<file path="src/rtl/sine.sv">
// Integer-degree sine generator: 9-bit angle in, signed Q16.16 sin(angle) out.
// Quarter-wave table with quadrant folding, fixed three-cycle latency.
module sine (
    input  logic               clk_in,
    input  logic               rst_in,
    input  logic               start,
    input  logic [8:0]         value,
    output logic               done,
    output logic signed [31:0] amp_out
);

    typedef enum logic [1:0] {
        IDLE = 2'd0,
        FOLD = 2'd1,
        LOOK = 2'd2,
        OUT  = 2'd3
    } state_t;

    state_t               state_q, state_d;
    logic [8:0]           val_q, val_d;
    logic [6:0]           idx_q, idx_d;
    logic                 neg_q, neg_d;
    logic [16:0]          mag_q, mag_d;
    logic                 sgn_q, sgn_d;
    logic signed [31:0]   amp_q, amp_d;
    logic                 done_q, done_d;

    logic [8:0]           angle;
    logic [6:0]           fold_idx;
    logic                 fold_neg;

    // round(sin(k deg) * 65536) for k = 0..90
    function automatic logic [16:0] quarter_rom(input logic [6:0] k);
        case (k)
            7'd0:  quarter_rom = 17'd0;
            7'd1:  quarter_rom = 17'd1144;
            7'd2:  quarter_rom = 17'd2287;
            7'd3:  quarter_rom = 17'd3430;
            7'd4:  quarter_rom = 17'd4572;
            7'd5:  quarter_rom = 17'd5712;
            7'd6:  quarter_rom = 17'd6850;
            7'd7:  quarter_rom = 17'd7987;
            7'd8:  quarter_rom = 17'd9121;
            7'd9:  quarter_rom = 17'd10252;
            7'd10: quarter_rom = 17'd11380;
            7'd11: quarter_rom = 17'd12505;
            7'd12: quarter_rom = 17'd13626;
            7'd13: quarter_rom = 17'd14742;
            7'd14: quarter_rom = 17'd15855;
            7'd15: quarter_rom = 17'd16962;
            7'd16: quarter_rom = 17'd18064;
            7'd17: quarter_rom = 17'd19161;
            7'd18: quarter_rom = 17'd20252;
            7'd19: quarter_rom = 17'd21336;
            7'd20: quarter_rom = 17'd22415;
            7'd21: quarter_rom = 17'd23486;
            7'd22: quarter_rom = 17'd24550;
            7'd23: quarter_rom = 17'd25607;
            7'd24: quarter_rom = 17'd26656;
            7'd25: quarter_rom = 17'd27697;
            7'd26: quarter_rom = 17'd28729;
            7'd27: quarter_rom = 17'd29753;
            7'd28: quarter_rom = 17'd30767;
            7'd29: quarter_rom = 17'd31772;
            7'd30: quarter_rom = 17'd32768;
            7'd31: quarter_rom = 17'd33754;
            7'd32: quarter_rom = 17'd34729;
            7'd33: quarter_rom = 17'd35693;
            7'd34: quarter_rom = 17'd36647;
            7'd35: quarter_rom = 17'd37590;
            7'd36: quarter_rom = 17'd38521;
            7'd37: quarter_rom = 17'd39441;
            7'd38: quarter_rom = 17'd40348;
            7'd39: quarter_rom = 17'd41243;
            7'd40: quarter_rom = 17'd42126;
            7'd41: quarter_rom = 17'd42995;
            7'd42: quarter_rom = 17'd43852;
            7'd43: quarter_rom = 17'd44695;
            7'd44: quarter_rom = 17'd45525;
            7'd45: quarter_rom = 17'd46341;
            7'd46: quarter_rom = 17'd47143;
            7'd47: quarter_rom = 17'd47930;
            7'd48: quarter_rom = 17'd48703;
            7'd49: quarter_rom = 17'd49461;
            7'd50: quarter_rom = 17'd50203;
            7'd51: quarter_rom = 17'd50931;
            7'd52: quarter_rom = 17'd51643;
            7'd53: quarter_rom = 17'd52339;
            7'd54: quarter_rom = 17'd53020;
            7'd55: quarter_rom = 17'd53684;
            7'd56: quarter_rom = 17'd54332;
            7'd57: quarter_rom = 17'd54963;
            7'd58: quarter_rom = 17'd55578;
            7'd59: quarter_rom = 17'd56175;
            7'd60: quarter_rom = 17'd56756;
            7'd61: quarter_rom = 17'd57319;
            7'd62: quarter_rom = 17'd57865;
            7'd63: quarter_rom = 17'd58393;
            7'd64: quarter_rom = 17'd58903;
            7'd65: quarter_rom = 17'd59396;
            7'd66: quarter_rom = 17'd59870;
            7'd67: quarter_rom = 17'd60326;
            7'd68: quarter_rom = 17'd60764;
            7'd69: quarter_rom = 17'd61183;
            7'd70: quarter_rom = 17'd61584;
            7'd71: quarter_rom = 17'd61966;
            7'd72: quarter_rom = 17'd62328;
            7'd73: quarter_rom = 17'd62672;
            7'd74: quarter_rom = 17'd62997;
            7'd75: quarter_rom = 17'd63303;
            7'd76: quarter_rom = 17'd63589;
            7'd77: quarter_rom = 17'd63856;
            7'd78: quarter_rom = 17'd64104;
            7'd79: quarter_rom = 17'd64332;
            7'd80: quarter_rom = 17'd64540;
            7'd81: quarter_rom = 17'd64729;
            7'd82: quarter_rom = 17'd64898;
            7'd83: quarter_rom = 17'd65048;
            7'd84: quarter_rom = 17'd65177;
            7'd85: quarter_rom = 17'd65287;
            7'd86: quarter_rom = 17'd65376;
            7'd87: quarter_rom = 17'd65446;
            7'd88: quarter_rom = 17'd65496;
            7'd89: quarter_rom = 17'd65526;
            7'd90: quarter_rom = 17'd65536;
            default: quarter_rom = 17'd0;
        endcase
    endfunction

    // Magnitude is zero-extended first, so a zero entry stays zero after negation
    function automatic logic signed [31:0] apply_sign(input logic [16:0] mag,
                                                      input logic        neg);
        logic signed [31:0] ext;
        ext = signed'({15'd0, mag});
        return neg ? -ext : ext;
    endfunction

    // Inputs 360..511 encode value-512 degrees; adding 360 maps them to 208..359
    always_comb begin
        angle    = (val_q < 9'd360) ? val_q : (val_q - 9'd152);
        fold_idx = angle[6:0];
        fold_neg = 1'b0;
        if (angle <= 9'd90) begin
            fold_idx = angle[6:0];
        end else if (angle <= 9'd180) begin
            fold_idx = 7'(9'd180 - angle);
        end else if (angle <= 9'd270) begin
            fold_idx = 7'(angle - 9'd180);
            fold_neg = 1'b1;
        end else begin
            fold_idx = 7'(9'd360 - angle);
            fold_neg = 1'b1;
        end
    end

    always_comb begin
        state_d = state_q;
        val_d   = val_q;
        idx_d   = idx_q;
        neg_d   = neg_q;
        mag_d   = mag_q;
        sgn_d   = sgn_q;
        amp_d   = amp_q;
        done_d  = 1'b0;
        case (state_q)
            IDLE: begin
                if (start) begin
                    val_d   = value;
                    state_d = FOLD;
                end
            end
            FOLD: begin
                idx_d   = fold_idx;
                neg_d   = fold_neg;
                state_d = LOOK;
            end
            LOOK: begin
                mag_d   = quarter_rom(idx_q);
                sgn_d   = neg_q;
                state_d = OUT;
            end
            OUT: begin
                amp_d   = apply_sign(mag_q, sgn_q);
                done_d  = 1'b1;
                state_d = IDLE;
            end
            default: state_d = IDLE;
        endcase
    end

    always_ff @(posedge clk_in or posedge rst_in) begin
        if (rst_in) begin
            state_q <= IDLE;
            val_q   <= 9'd0;
            idx_q   <= 7'd0;
            neg_q   <= 1'b0;
            mag_q   <= 17'd0;
            sgn_q   <= 1'b0;
            amp_q   <= 32'sd0;
            done_q  <= 1'b0;
        end else begin
            state_q <= state_d;
            val_q   <= val_d;
            idx_q   <= idx_d;
            neg_q   <= neg_d;
            mag_q   <= mag_d;
            sgn_q   <= sgn_d;
            amp_q   <= amp_d;
            done_q  <= done_d;
        end
    end

    assign done    = done_q;
    assign amp_out = amp_q;

endmodule

</file>
<file path="config.mk">
export PLATFORM = sky130hd
export DESIGN_NAME = sine
export DESIGN_NICKNAME = d
export VERILOG_FILES = /design/src/rtl/sine.sv
export SDC_FILE = /design/constraint.sdc
export NUM_CORES = 1
export LEC_CHECK = 0
export ABC_AREA = 1
export CAP_MARGIN = 20
export CORE_MARGIN = 1
export CORE_UTILIZATION = 40
export CTS_CLUSTER_SIZE = 14
export DETAILED_ROUTE_END_ITERATION = 8
export SLEW_MARGIN = 15
export SYNTH_ARGS = -nofsm -noshare
export SYNTH_HDL_FRONTEND = slang
export SYNTH_SLANG_ARGS = --single-unit
</file>
<file path="constraint.sdc">
create_clock -name clk_in -period 2.1 [get_ports clk_in]
set_input_delay 0.21 -clock clk_in [delete_from_list [all_inputs] [get_ports clk_in]]
set_output_delay 0.21 -clock clk_in [all_outputs]
set_load 0.1 [all_outputs]
</file>
# Word level (Yosys, flattened, before mapping)
# Memory sizes are Yosys's and may differ from the RTL's. A register that Yosys moved wholly into a read port is not among the register bits.
# Cells that the tools add are included.
dict set report word_totals {
  register_bits 53
  romBits 2176
  input_bits 12
  output_inout_bits 33
  wordCells 33
  memories 1
}
# memory depth word_bits read_ports rd_clocked_by_memory_dff write_ports line
set memory_table {}
lappend memory_table {{(no name shown)} 128 17 1 1 0 34} ;# case (k)
dict set report classes {
  addsub 5
  n_lt_le_gt_ge 4
  eq_ne 4
  mux 10
  n_reduce_logical 2
}
# operator n
set op_table {}
lappend op_table {{32-bit two-way mux} 1}
lappend op_table {{17-bit negation with 32-bit output} 1}
lappend op_table {{7-bit two-way mux} 3}
lappend op_table {{9-bit by 7-bit <= comparator with 1-bit output (second input constant)} 1}
lappend op_table {{9-bit by 8-bit <= comparator with 1-bit output (second input constant)} 1}
lappend op_table {{9-bit <= comparator (second input constant)} 1}
lappend op_table {{9-bit < comparator (second input constant)} 1}
lappend op_table {{9-bit two-way mux} 1}
lappend op_table {{9-bit by 8-bit subtractor with 9-bit output (second input constant)} 1}
lappend op_table {{2-bit one-hot mux with 4 select lines} 1}
lappend op_table {{6-bit by 7-bit subtractor with 7-bit output (first input constant)} 1}
lappend op_table {{7-bit by 6-bit subtractor with 7-bit output (second input constant)} 1}
lappend op_table {{7-bit subtractor (first input constant)} 1}
lappend op_table {{2-bit == test (second input constant)} 2}
lappend op_table {{1-bit two-way mux} 3}
lappend op_table {{2-bit by 1-bit == test with 1-bit output (second input constant)} 1}
lappend op_table {{2-bit zero test} 1}
lappend op_table {{2-bit two-way mux} 1}
lappend op_table {{2-bit inequality test (second input constant)} 1}
lappend op_table {{2-bit AND reduction} 1}

# Depth between registers and ports, before layout
# Gate-level depths: netlist of the first run.
dict set report logic_depth {
  word_depth 6
  mapped_depth 21
  depth_no_buf 21
}

# Worst setup path after synthesis of the first run
# OpenSTA, ideal clock, no wires.
dict set report synth_timing {
  kind {reg2reg}
  start {reg idx_q[2]}
  end {reg mag_q[8]}
  setup_ns 0.143
  t_arrival_ns 2.128
  required_ns 1.957
  slack_ns -0.171
  path_stages_with_launch 11
  path_buffers 1
  synth_period_minus_slack_ns 2.271
  path_cell_list {dfrtp_1 clkinv_1 clkbuf_1 ha_1 or2_2 nand2_1 inv_1 o21ai_0 o21ai_0 o211ai_1 a22oi_1}
}
# element line
set synth_lines {}
lappend synth_lines {{start, declared} 21} ;# logic [6:0] idx_q, idx_d;
lappend synth_lines {{start signal, assigned} 204} ;# idx_q <= idx_d;
lappend synth_lines {{end, declared} 23} ;# logic [16:0] mag_q, mag_d;

# Final worst setup path of the first run
dict set report layout_timing {
  start {reg val_q[4]}
  end {reg idx_q[1]}
}
dict set report layout_between {
  elab_chain_len 6
  elab_cells_between_ends 12
  cone_classes {add/sub (4); order compare (4); mux (4)}
}
# element line
set layout_rtl {}
lappend layout_rtl {{start, declared} 20} ;# logic [8:0] val_q, val_d;
lappend layout_rtl {{start signal, assigned} 203} ;# val_q <= val_d;
lappend layout_rtl {{9-bit by 8-bit subtractor with 9-bit output / 9-bit < comparator (equally long branches)} 140} ;# angle = (val_q < 9'd360) ? val_q : (val_q - 9'd152);
lappend layout_rtl {{9-bit two-way mux *} 140}
lappend layout_rtl {{9-bit <= comparator (tied with other cells)} 147} ;# end else if (angle <= 9'd270) begin
lappend layout_rtl {{7-bit two-way mux} 147}
lappend layout_rtl {{7-bit two-way mux} 145} ;# end else if (angle <= 9'd180) begin
lappend layout_rtl {{7-bit two-way mux *} 143} ;# if (angle <= 9'd90) begin
# Mark *: on every way between the ends. The rest lies on a longest branch, timed or not.
# A chain may end at the register's enable or synchronous reset.

==> results of run 1 <==
[worst min-delay path, stage by stage]
cell and delay (ps):
clkdlybuf4s50_1 420, inv_2 80, buf_12 330
[final cells by class]
type	count	area (sq um)	share of cell area
multi-input cells	621	3480	0.483
clock inverters	7	63.8	0.00885
well taps	176	220	0.0305
flip-flops and latches	70	1750	0.243
clock buffers	9	225	0.0312
inverters	79	307	0.0425
repair buffers	145	1160	0.161
[cells in the final DEF (no fill, tap or decap), drive strengths merged, types with 10 or more instances in the layout]
cell type and n:
a21oi 52, a22oi 10, dfrtp 70, nand2 255, ha 26, nor2 72, nand3 55, clkdlybuf4s50 11
o21ai 67, buf 134, a31oi 14, inv 79, xor2 13
[cell usage after synthesis, types with 3 or more instances]
master    count  share of area
a21oi_1      50          0.046
xor2_1       13          0.021
ha_1         26          0.060
or2_2         6         0.0069
nand4_1       9          0.010
inv_1        69          0.048
clkbuf_1     25          0.017
nand3_1      53          0.049
clkinv_1      5         0.0035
a22oi_1      10          0.014
xnor2_1       3         0.0049
nor2_1       69          0.048
o211ai_1      7         0.0097
dfrtp_1      70           0.32
nand2_4       6          0.013
o221ai_1      3         0.0049
nor3_1        6         0.0056
o22ai_1       4         0.0046
nand2_2       5         0.0058
buf_2         3         0.0028
o21ai_0      67          0.062
a31oi_1      14          0.016
nand2_1     243           0.17
inv_2         4         0.0028
a311oi_1      3         0.0049
[stage by stage]
stage,TNS [ps],utilization,cell area [sq um],worst slack (ps),hold WS (ps)
after floorplan,-183,-,5410,-32.3,361
after detailed placement,-351,0.500,6590,-57.5,468
final,0,0.547,7210,23.4,291
after global placement,-48.8,0.500,6590,-38.3,464
after CTS,-0.640,0.530,6990,-0.640,308
after global routing,-675,0.547,7210,-131,348
[path summary, 6_finish.rpt]
| check | endpoint | slack, ps |
|---|---|---|
| max | idx_q[1] | 20 |
| min | val_q[6] | 290 |
| max reg2reg | idx_q[1] | 20 |
| min reg2reg | amp_out[26] | 480 |
| max in group asynchronous | idx_q[2] | 1490 |
| min in group clk_in | val_q[3] | 450 |
[metal layers]
metal  routed length [um]  part of all wire  up-vias
met4                 1040             0.054        0
met5                    0                 0        -
met1                 8220              0.43     2818
met3                 1340             0.070       82
met2                 8600              0.45      292
li1                     -                 -     2896
[flip-flops by register name, summed over array words and instances (netlist names)]
name,cells
neg_q,1
sgn_q,1
mag_q,17
val_q,9
done,1
amp_out,32
idx_q,7
state_q,2
[logic make-up (layout without fill, tap and decap cells)]
kind of cell | count (synthesis) | in the layout
compound gates | 170 | 170
fa+ha+maj | 28 | 28
buf+inv | 109 | 240
xor+xnor | 16 | 16
simple gates | 405 | 406
flops | 70 | 70
mux | 1 | 1
[timing repair]
item | in CTS | in global routing
resized for setup | 22 | 50
buffers inserted | 2 | 8
pin swaps | 12 | 26
setup endpoints to repair | 13 | 32
gates cloned | 1 | 0
endpoints found under the hold margin | 0 | 0
==> flow_summary.yaml, run 1 <==
synth:
  synth_area_per_cell_sq_um: 6.76
  synth_xor_area_frac: 0.0259
  ys_ff_latch: 70
  ys.flop_type: "dfrtp_1"
  synth-seq-area-share: 0.324
  ys_types: 43
  syn_inst: 799
  synthSimpleGateAreaFrac: 0.321
  synthAdderAreaFrac: 0.0676
  synth_compound_area_frac: 0.182
  synth_top_family_by_area: "simple AND/OR/NAND/NOR gates"
  yosys_warnings: 0
  synth_area_sq_um: 5400
  synth_nets: 839
  synthMuxAreaShare: 0.00208
  synth_edf_count: 0
  async_flop_share: 1.00
timing:
  finalMaxSlewViolations: 0
  relSlewSlack: 0.642
  timing.final.crit_share: 0.989
  hold_viol_final: 0
  period_minus_slack_ps: 2080
  setup_viol: 0
  max_freq_mhz: 482
  rsz0062_at_grt: "true"
  finClkSkew_ps: 13.1
  tightest_slew_ps: 533
setup_path:
  crit_path_start_kind: "flip-flop"
  reg2reg_depth: 16
  worstSetupPathType: "reg2reg"
  cpMaxStageDelayCell: "dfrtp_1"
  crit_required_ps: 2330
  cp_cell_sequence: "inv_2 -> ha_4 -> inv_2 -> nand3_4 -> nand2_4 -> a21oi_1 -> inv_1 -> nand2_2 -> buf_4 -> nand2_8 -> inv_4 -> nand2_1 -> nand2_1 -> nand2_1 -> nand3_1 -> nand2_1"
  worstReg2RegStart: "val_q[4]"
  cp-startpoint: "val_q[4]"
  endpoint_kind: "flip-flop"
  cp.depth: 16
  arrival_ps: 2300
  path_buf_inv: 5
  cp_common_cell: "nand2_1"
  cp_max_fo: 7
  max_stage_delay_ps: 400
  crit_family: "simple AND/OR/NAND/NOR gates"
placed_design:
  dp_hpwl_mm: 14.4
  dpl.cell_count: 1080
  routabilityCongestion: 1.02
  numPortBuffers: 44
route:
  drc: 0
  dr.pass1.iters: 6
  postRouteAntennaNets: 0
  wl_per_cell_um: 17.3
  vias: 6088
  wl_mm: 19.2
  drtIter0Drc: 533
  via_per_inst: 5.50
global_route:
  antenna_found_initial: 0
  grt_pass1_wl_mm: 30.6
  grt_usage: 0.278
  grt_overflow: 0
  use_met1: 0.362
  use_met3: 0.0458
  met2_usage: 0.439
  grt_pass1_vias: 5818
  grt_max_degree: 71
  top_usage_layer: "met2"
finish:
  drive_gt1_frac: 0.253
  area_growth_pct: 33.5
  stdcell_count: 1107
  diodes: 0
  final_nets: 966
  fill_cells: 1271
clock_network:
  clk_path_buf_depth: 2
  ctsHoldBuffers: 0
  cts_root_buf: "clkbuf_16"
  clkLatencyLatePin_ps: 340
  numCtsBuffers: 9
  cts.reportedPaths.clkPinSlew_ps: 70
  h-tree-depth: 3
  cts_tree: "yes"
  cts.sinks: 70
floorplanning:
  die_y_um: 118
  dieArea_sq_um: 14000
  initial_utilization: 0.410
  rows: 42
  die-width_um: 118
  fp.coreArea_sq_um: 13200
  io_pins: 45
worst_hold_path:
  hold_path.class: "in2async"
run:
  cap_violations: 0
status:
  status: "finished clean"
Power of run 1 is not shown: default switching activity piles up to over one toggle a cycle in this logic, so the estimate is an artifact.
==> inputs of run 2 (changes only) <==
Settings changed: DONT_BUFFER_PORTS set to 1.
==> flow_summary.yaml, run 2 (same netlist as run 1, synthesis figures left out) <==
setup_path:
  cp_max_fo: 5
  max_stage_delay_ps: 380
  crit_family: "simple AND/OR/NAND/NOR gates"
  reg2reg_depth: 17
  worstSetupPathType: "reg2reg"
  path_buf_inv: 3
  r2r_slack_ps: -50
  cpMaxStageDelayCell: "dfrtp_1"
  cp_common_cell: "nand2_4"
  crit_path_start_kind: "flip-flop"
  rr_endpoint: "idx_q[3]"
  endpoint_kind: "flip-flop"
  worstReg2RegStart: "val_q[4]"
  cp_cell_sequence: "inv_2 -> ha_4 -> inv_4 -> nand3_4 -> nand2_4 -> buf_6 -> nand3_4 -> nand2_4 -> ha_4 -> a21oi_2 -> nand3_2 -> nand2_4 -> nand2_4 -> a21oi_2 -> nand2_1 -> nand2_2 -> nand2_1"
  arrival_ps: 2380
  crit_required_ps: 2330
finish:
  final_nets: 978
  mostFrequentLayoutCells: "nand2_1, buf_4, dfrtp_1"
  largest_register_ffs: 32
  finalInstanceArea_sq_um: 7350
  area_growth_pct: 36.1
  drive_gt1_frac: 0.283
  stdcell_count: 1119
  final_common_cell: "nand2_1"
  diodes: 0
timing:
  period_minus_slack_ps: 2150
  timing.final.ws_setup_ps: -52.4
  hold_viol_final: 0
  finClkSkew_ps: 9.64
  finalMaxSlewViolations: 0
  relSlewSlack: 0.604
  rsz0062_at_grt: "true"
  setup_tns_ps: -101
  max_freq_mhz: 465
  timing.final.crit_share: 1.02
  tightest_slew_ps: 593
  setup_viol: 3
clock_network:
  numCtsBuffers: 9
  cts_tree: "yes"
  cts.sinks: 70
  cts.reportedPaths.clkPinSlew_ps: 60
  clkLatencyLatePin_ps: 340
  clk_path_buf_depth: 2
  cts_root_buf: "clkbuf_16"
  h-tree-depth: 3
placed_design:
  routabilityCongestion: 1.01
  numPortBuffers: 0
  dp_hpwl_mm: 15.8
  dpl.cell_count: 1083
  dp_slack_ps: -238
  dpl_cell_area_sq_um: 6610
route:
  wl_per_cell_um: 18.7
  vias: 6174
  postRouteAntennaNets: 0
  drc: 0
  via_per_inst: 5.52
  drtIter0Drc: 473
  wl_mm: 20.9
  dr.pass1.iters: 7
worst_hold_path:
  hold_depth: 1
  hold_path_startpoint: "value[6]"
  hold_path.class: "in2reg"
  hold_path_end: "val_q[6]"
global_route:
  antenna_found_initial: 0
  grt_usage: 0.303
  grt_max_degree: 48
  grt_overflow: 0
  grt_pass1_vias: 6039
  grt_pass1_wl_mm: 32.8
status:
  status: "finished, violations left"
  violations: "setup timing"
floorplanning:
  die-width_um: 118
  die_y_um: 118
  dieArea_sq_um: 14000
  rows: 42
  fp.coreArea_sq_um: 13200
  io_pins: 45
  initial_utilization: 0.410
run:
  cap_violations: 0
run 2: area by class of cell:
class / count / area [sq um]
multi-input cells: 621 / 3530
fillers: 1268 / 5840
repair buffers: 157 / 1260
clock inverters: 6 / 47.5
clock buffers: 10 / 229
inverters: 79 / 305
well taps: 176 / 220
flip-flops and latches: 70 / 1750
run 2: worst max-delay path by stage:
stage,startpoint,to,slack [ps],depth (start not counted)
floorplan,idx_q[2],mag_q[8],-30,10
global placement,idx_q[0],mag_q[10],-240,12
detailed placement,idx_q[1],mag_q[10],-240,10
CTS,idx_q[0],mag_q[10],0.8,12
global route,val_q[3],idx_q[3],-120,18
finish,val_q[4],idx_q[3],-50,17
run 2: layer usage:
| layer | global-route usage | up-vias | share of wire |
|---|---|---|---|
| li1 | - | 2928 | - |
| met1 | 0.376 | 2937 | 0.42 |
| met2 | 0.503 | 244 | 0.48 |
| met3 | 0.0357 | 65 | 0.053 |
| met4 | 0.184 | 0 | 0.049 |
| met5 | 0 | - | 0 |
run 2: stage by stage:
stage,hold slack (ps),utilization
final,35.2,0.557
after global routing,34.7,0.557
after CTS,23.6,0.543
after detailed placement,191,0.501
after global placement,179,0.501
after floorplan,361,-
run 2: what timing repair did:
item | CTS | global route
setup buffers | 12 | 6
setup endpoints to repair | 11 | 29
hold buffers | 1 | 0
endpoints found under the hold margin | 25 | 0
cloned | 1 | 0
resized for setup | 48 | 41
pin swaps | 25 | 21
Power of run 2 is left out for the same reason.
==> inputs of run 3 (changes only) <==
Clock period 2.1 ns to 1.8 ns, I/O delays scaled along.
==> flow_summary.yaml, run 3 (same netlist as run 1, synthesis figures left out) <==
timing:
  max_freq_mhz: 468
  setup_tns_ps: -5050
  tightest_slew_ps: 740
  rsz0062_at_grt: "true"
  timing.final.crit_share: 1.19
  hold_viol_final: 0
  setup_viol: 32
  period_minus_slack_ps: 2140
  timing.final.ws_setup_ps: -337
  finalMaxSlewViolations: 0
  finClkSkew_ps: 10.3
  relSlewSlack: 0.506
  worst_hold_slack_ps: 5.36
setup_path:
  cp_max_fo: 6
  crit_required_ps: 2030
  crit_path_start_kind: "flip-flop"
  reg2reg_depth: 14
  worstSetupPathType: "reg2reg"
  arrival_ps: 2370
  endpoint_kind: "flip-flop"
clock_network:
  numCtsBuffers: 9
  clkLatencyLatePin_ps: 340
  clk_path_buf_depth: 2
  cts_root_buf: "clkbuf_16"
  h-tree-depth: 3
  cts.sinks: 70
  cts_tree: "yes"
  cts.reportedPaths.clkPinSlew_ps: 60
global_route:
  grt_usage: 0.315
  grt_pass1_vias: 6411
  grt_overflow: 0
  grt_max_degree: 33
  antenna_found_initial: 1
  grt_pass1_wl_mm: 34.2
finish:
  drive_gt1_frac: 0.442
  largest_register_ffs: 32
  final_nets: 1065
  fill_cells: 1088
  area_growth_pct: 63.7
  final_util: 0.670
  stdcell_count: 1207
  mostFrequentLayoutCells: "nand2_1, buf_4, dfrtp_1"
  final_common_cell: "nand2_1"
floorplanning:
  rows: 42
  dieArea_sq_um: 14000
  io_pins: 45
  die-width_um: 118
  initial_utilization: 0.410
  die_y_um: 118
  fp.coreArea_sq_um: 13200
route:
  vias: 6667
  met2_length_mm: 10.6
  dr_wl_met3_mm: 1.59
  drc: 0
  dr.pass1.iters: 6
  drtIter0Drc: 729
  met1Wirelength_mm: 9.10
  wl_per_cell_um: 18.3
  maxUsedRoutingLayer: "met4"
  via_per_inst: 5.52
  postRouteAntennaNets: 0
  wl_mm: 22.1
worst_hold_path:
  hold_depth: 2
  hold_path.class: "in2reg"
placed_design:
  dp_hpwl_mm: 15.9
  dpl.cell_count: 1147
  routabilityCongestion: 0.977
  numPortBuffers: 0
status:
  status: "finished, violations left"
  violations: "setup timing"
run:
  cap_violations: 0
-- run 3: per-stage QoR --
stage               instance area (sq um)  worst slack, ps
floorplan                            5570             -195
global placement                     7230             -331
detailed placement                   7230             -365
CTS                                  8360             -288
global route                         8840             -433
finish                               8840             -337
-- run 3: layout make-up --
cell class	count	area (sq um)	share of cell area
multi-input combinational	620	4160	0.471
clock inverter	5	81.3	0.00920
antenna	1	2.50	0.000283
tap	176	220	0.0249
inverter	79	325	0.0368
timing repair buffer	245	2040	0.231
clock buffer	11	253	0.0286
sequential	70	1760	0.198
-- run 3: repair_timing --
action | in CTS | in global routing
setup endpoints to repair | 43 | 44
pin swaps | 68 | 53
hold buffers | 6 | 0
endpoints found under the hold margin | 34 | 0
gates resized for setup | 156 | 101
setup buffers | 25 | 19
-- run 3: metal layers --
| metal | GRT usage | up-vias |
|---|---|---|
| met5 | 0 | - |
| met4 | 0.133 | 0 |
| met3 | 0.0574 | 58 |
| met2 | 0.514 | 322 |
| met1 | 0.409 | 3178 |
| li1 | - | 3109 |
-- run 3: worst paths after layout --
| path | startpoint | to | slack (ps) |
|---|---|---|---|
| setup reg to reg | val_q[3] | idx_q[3] | -340 |
| max in group asynchronous | rst_in | mag_q[6] | 680 |
| hold / removal | value[5] | val_q[5] | 5 |
| min in group asynchronous | rst_in | val_q[4] | 440 |
| hold reg to reg | amp_out[15] | amp_out[15] | 480 |
| setup / recovery | val_q[3] | idx_q[3] | -340 |
-- run 3: critical path: stages (launching register included) --
cell      delay [ps]
dfrtp_2          420
buf_4            150
ha_4             160
inv_2             50
nand2_1           60
nand2_1          100
nand2_1           70
a21oi_2          240
nand3_1          180
o21bai_4         230
nand2_1          100
nand3_1          100
nand2_1           50
nand2_1           60
nand2_1           50
Power of run 3 is left out for the same reason.
